$ cat src/rtl/game_timer_pkg.sv
// Shared types, level constants and sizing helpers for the game round timer.
package game_timer_pkg;

    typedef enum logic [2:0] {
        IDLE,
        CLEAR,
        LOAD,
        ARM,
        RUN,
        PAUSED,
        EXPIRED
    } state_e;

    localparam int unsigned LVL_W = 4;

    localparam logic [LVL_W-1:0] LVL_99  = 4'd0;
    localparam logic [LVL_W-1:0] LVL_60  = 4'd1;
    localparam logic [LVL_W-1:0] LVL_45  = 4'd2;
    localparam logic [LVL_W-1:0] LVL_MAX = 4'd2;

    function automatic int unsigned calc_div(input int unsigned clk_hz, input int unsigned tick_hz);
        return clk_hz / tick_hz;
    endfunction

    function automatic int unsigned calc_width(input int unsigned div);
        return (div < 2) ? 1 : $clog2(div);
    endfunction

    // Unsupported level codes fall back to the shortest round.
    function automatic logic [LVL_W-1:0] clamp_level(input logic [LVL_W-1:0] lvl);
        return (lvl > LVL_MAX) ? LVL_MAX : lvl;
    endfunction

endpackage

$ cat src/rtl/game_timer_ctrl_tick_prescaler.sv
// Free-running divide-by-DIV counter; wrap_c flags the enabled cycle at DIV-1.
module tick_prescaler
    import game_timer_pkg::*;
#(
    parameter int unsigned DIV = 10
) (
    input  logic clk,
    input  logic reset,
    input  logic clear,
    input  logic enable,
    output logic wrap_c
);

    localparam int unsigned PW = calc_width(DIV);
    localparam logic [PW-1:0] LAST = PW'(DIV - 1);

    logic [PW-1:0] count_q;
    logic [PW-1:0] count_d;

    always_comb begin
        count_d = count_q;
        if (clear) begin
            count_d = '0;
        end else if (enable) begin
            count_d = (count_q == LAST) ? '0 : count_q + PW'(1);
        end
    end

    assign wrap_c = enable && !clear && (count_q == LAST);

    always_ff @(posedge clk or negedge reset) begin
        if (!reset) begin
            count_q <= '0;
        end else begin
            count_q <= count_d;
        end
    end

endmodule

$ cat src/rtl/game_timer_ctrl.sv
// Round sequencer and 1 Hz tick source for the cascaded BCD digit timers.
// Pause/resume is built only when GAME_TIMER_PAUSE_EN is defined.
module game_timer_ctrl
    import game_timer_pkg::*;
#(
    parameter int unsigned CLK_FREQ_HZ = 100000000,
    parameter int unsigned TICK_HZ     = 1
) (
    input  logic             clk,
    input  logic             reset,
    input  logic             start,
    input  logic             pause,
    input  logic [LVL_W-1:0] level_sel,
    input  logic             timeout_n,
    output logic             tick,
    output logic             reconfig,
    output logic [LVL_W-1:0] difficulty,
    output logic             timer_reset_n,
    output logic             running,
    output logic             expired
);

    localparam int unsigned DIV = calc_div(CLK_FREQ_HZ, TICK_HZ);

    state_e           state_q, state_d;
    logic [LVL_W-1:0] difficulty_q, difficulty_d;
    logic             tick_q, reconfig_q, timer_reset_n_q, running_q, expired_q;
    logic             ps_clear_c, ps_enable_c, wrap_c;

`ifndef GAME_TIMER_PAUSE_EN
    logic pause_unused;
    assign pause_unused = pause;
`endif

    tick_prescaler #(
        .DIV(DIV)
    ) u_prescaler (
        .clk   (clk),
        .reset (reset),
        .clear (ps_clear_c),
        .enable(ps_enable_c),
        .wrap_c(wrap_c)
    );

    // Next state; the prescaler only advances on RUN cycles with no higher-priority event.
    always_comb begin
        state_d      = state_q;
        difficulty_d = difficulty_q;
        ps_enable_c  = 1'b0;
        ps_clear_c   = (state_q == ARM);
        if (start) begin
            state_d      = CLEAR;
            difficulty_d = clamp_level(level_sel);
        end else begin
            case (state_q)
                IDLE:    state_d = IDLE;
                CLEAR:   state_d = LOAD;
                LOAD:    state_d = ARM;
                ARM:     state_d = RUN;
                RUN: begin
                    if (!timeout_n) begin
                        state_d = EXPIRED;
                    end
`ifdef GAME_TIMER_PAUSE_EN
                    else if (pause) begin
                        state_d = PAUSED;
                    end
`endif
                    else begin
                        ps_enable_c = 1'b1;
                    end
                end
`ifdef GAME_TIMER_PAUSE_EN
                PAUSED: begin
                    if (pause) begin
                        state_d = RUN;
                    end
                end
`endif
                EXPIRED: state_d = EXPIRED;
                default: state_d = IDLE;
            endcase
        end
    end

    // Outputs are decoded from the next state so they line up with the state they belong to.
    always_ff @(posedge clk or negedge reset) begin
        if (!reset) begin
            state_q         <= IDLE;
            difficulty_q    <= '0;
            tick_q          <= 1'b0;
            reconfig_q      <= 1'b0;
            timer_reset_n_q <= 1'b1;
            running_q       <= 1'b0;
            expired_q       <= 1'b0;
        end else begin
            state_q         <= state_d;
            difficulty_q    <= difficulty_d;
            tick_q          <= wrap_c;
            reconfig_q      <= (state_d == LOAD);
            timer_reset_n_q <= (state_d != CLEAR);
            running_q       <= (state_d == RUN);
            expired_q       <= (state_d == EXPIRED);
        end
    end

    assign tick          = tick_q;
    assign reconfig      = reconfig_q;
    assign difficulty    = difficulty_q;
    assign timer_reset_n = timer_reset_n_q;
    assign running       = running_q;
    assign expired       = expired_q;

endmodule

$ cat config.mk
export PLATFORM = sky130hd
export DESIGN_NAME = game_timer_ctrl
export DESIGN_NICKNAME = d
export VERILOG_FILES = /design/src/rtl/game_timer_pkg.sv /design/src/rtl/game_timer_ctrl_tick_prescaler.sv /design/src/rtl/game_timer_ctrl.sv
export SDC_FILE = /design/constraint.sdc
export NUM_CORES = 1
export LEC_CHECK = 0
export CORE_MARGIN = 2
export CORE_UTILIZATION = 45
export CTS_CLUSTER_SIZE = 8
export DETAILED_ROUTE_END_ITERATION = 8
export SLEW_MARGIN = 20
export SYNTH_ARGS = -nofsm -noshare
export SYNTH_HDL_FRONTEND = slang
export SYNTH_SLANG_ARGS = --single-unit
$ cat constraint.sdc
create_clock -name clk -period 3 [get_ports clk]
set_input_delay 0.45 -clock clk [delete_from_list [all_inputs] [get_ports clk]]
set_output_delay 0.45 -clock clk [all_outputs]
set_load 0.005 [all_outputs]
==> results.cfg <==
[power_and_ir_drop]
leakagePower_uw = 0.000913
p_seq_frac = 0.558
switchingPower_uw = 247
clock_power_share = 0.370
comb_power_share = 0.072
power.total_uw = 972
p_per_area_nw_per_um2 = 422
sw_frac_of_total = 0.254
irDropWorstVdd_mv = 0.240
internal-power_uw = 725

[routing]
vias = 1686
drt_drc_violations_left = 0
wire_per_inst_um = 15.6
drtIter0Drc = 101
avgViaCountPerCell = 5.90
drt_wl_total_um = 4460
firstDrtPassIters = 4
antenna_left = 0

[clocking]
clock-sinks = 39
clk_latency_ns = 0.30
htree_num_levels = 2
cts_buffers = 5
clockBufferDepth = 2
clkSlewWorstSetupHoldPaths_ns = 0.08
cts_tree = yes
cts_setup_buffers = 0
cts_resized = 0
hold_buffers = 0
cts-root-buf = clkbuf_8

[floorplan]
die_y_um = 71.3
io_pins = 18
core_um2 = 4350
num_rows = 24
die_area_um2 = 5080
initial_core_util = 0.468
fp.dieW_um = 71.3

[global_route]
grt_max_degree = 40
antenna_found_initial = 0
overflow = 0
gr-usage-all-layers = 0.192
grt_pass1_wl_um = 7780
grt_pass1_vias = 1697

[critical_path]
cp_slowest_stage_delay_ns = 0.56
critPathSlowestCell = or4b_4
reg2reg_from = u_prescaler.count_q[8]
ff2ff_path_depth = 5
crit_fanout = 13
path_cells = or4b_4, nor4_4, a31o_1, o211ai_1, nor2b_1
path_class = register to register
startpoint_type = register
r2r_slack_ns = 0.74
cp-end-kind = register
r2r_end = u_prescaler.count_q[10]
crit_required_ns = 3.19
crit_arrival_ns = 2.45

[sta]
min_period_ns = 2.26
finalSetupTns_ns = 0
final.period_utilization = 0.754
slew_violations = 0
fmax_mhz = 442
relSlewSlack = 0.426
setup_viol = 0
skew_ns = 0.00481
rsz0062_at_grt = false
finalHoldViolCount = 0
worstMarginPinSlew_ns = 0.861

[layout]
drive_gt1_frac = 0.0983
final_nets = 243
area_growth_pct = 13.2
diodes = 0
fill_cells = 399

[run]
drv_cap = 0

[status]
outcome = finished clean

[yosys]
avgSynthCellArea_um2 = 9.34
synth_fp_nets = 228
synth_area_um2 = 2040
synthCells = 218
yosysUniqueCellTypes = 48
yosysWarnings = 0
yosysSeqAreaShare = 0.480
ys_ff_latch = 39

[worst_hold_path]
min_path_type = primary input to async pin

[place]
port-buffer-count = 16
hpwl_um = 2950
gp_congestion = 0.779
[worst max-delay path: cells and delay by family, from the launching register on]
| family | cells | cell delay [ns] |
|---|---|---|
| and+or+nand+nor | 3 | 0.99 |
| DFF | 1 | 0.47 |
| AOI/OAI and AO/OA | 2 | 0.70 |
[how the worst max path moves through the flow]
stage,cells past startpoint,startpoint,slack [ns],end
floorplan,6,u_prescaler.count_q[8],1.12,u_prescaler.count_q[10]
global placement,6,timeout_n,0.46,u_prescaler.count_q[24]
detailed placement,6,timeout_n,0.46,u_prescaler.count_q[24]
CTS,5,u_prescaler.count_q[11],0.75,u_prescaler.count_q[18]
global route,5,u_prescaler.count_q[11],0.61,u_prescaler.count_q[10]
finish,5,u_prescaler.count_q[8],0.74,u_prescaler.count_q[10]
[synthesized netlist by cell type (all sizes together)]
library cell | instances | area share
nand3b | 1 | 0.0037
and2 | 1 | 0.0031
a21o | 1 | 0.0037
a22o | 1 | 0.0043
or3 | 3 | 0.0092
nor3 | 11 | 0.032
a41oi | 2 | 0.0086
mux2i | 1 | 0.0049
or4b | 1 | 0.0068
a21oi | 22 | 0.054
dfrtp | 38 | 0.47
inv | 14 | 0.026
clkbuf | 3 | 0.0055
o2bb2ai | 1 | 0.0043
nor2 | 11 | 0.020
dfstp | 1 | 0.013
nand4 | 5 | 0.018
o21ai | 10 | 0.025
or4 | 3 | 0.011
o21a | 1 | 0.0037
or2b | 2 | 0.0074
ha | 1 | 0.0061
nand2 | 20 | 0.037
nor4 | 4 | 0.030
o21bai | 7 | 0.026
buf | 7 | 0.022
nand2b | 3 | 0.013
nor3b | 1 | 0.0037
nand3 | 20 | 0.052
nor2b | 3 | 0.0092
o211ai | 2 | 0.0074
o31ai | 1 | 0.0037
o311ai | 1 | 0.0043
o22ai | 1 | 0.0031
or2 | 1 | 0.0031
a31o | 1 | 0.0043
a31oi | 12 | 0.044
[area by class of cell]
class,count,area (um^2),share of cell area
Sequential cell,39,977,0.424
Timing Repair Buffer,18,170,0.0739
Multi-Input combinational cell,155,950,0.412
Tap cell,52,65.1,0.0282
Inverter,14,52.6,0.0228
Clock buffer,5,68.8,0.0299
Clock inverter,3,20.0,0.00869
[logic make-up (layout without fill, tap and decap cells)]
logic type,after synthesis,after routing,synth area share
adders and majority gates,1,1,0.00615
AOI/OAI and AO/OA,63,63,0.196
DFF,39,39,0.480
muxes,1,1,0.00492
and+or+nand+nor,90,90,0.259
buffers and inverters,24,40,0.0535
[power by group through the flow]
stage               sequential (uW)  clock, uW  combinational, uW
global placement                552          0               68.5
finish                          542        360               69.7
CTS                             542        370               71.3
detailed placement              552          0               71.3
floorplan                       552          0               34.4
global route                    544        392               79.2
[per-stage QoR]
stage,hold WS (ns),area (um^2),setup WS [ns],utilization,instances
6_report,0.256,2300,0.737,0.529,286
2_1_floorplan,0.154,2040,1.12,-,218
3_5_place_dp,0.503,2210,0.465,0.509,278
4_1_cts,0.293,2300,0.750,0.529,286
3_3_place_gp,0.485,2210,0.463,0.509,278
5_1_grt,0.333,2300,0.606,0.529,286
[state kept, by name (all words and copies together), names as in the netlist]
register	flops
difficulty	4
expired	1
reconfig	1
running	1
state_q	3
tick	1
timer_reset_n	1
u_prescaler.count_q	27
[cells in the final DEF (no fill, tap or decap), drive strengths merged, types with 4 or more instances in the layout]
cell / n
nand4: 5
o21ai: 10
nand3: 20
clkdlybuf4s50: 15
clkbuf: 5
inv: 14
nor3: 11
nand2: 20
a31oi: 12
a21oi: 22
nor2: 11
nor4: 4
dfrtp: 38
o21bai: 7
[layer usage]
layer  part of all wire  track usage
met5                  0            0
met4              0.012       0.0797
met3              0.062       0.0492
met2               0.46        0.291
met1               0.46        0.264
Power figures use the tool's default switching activity.
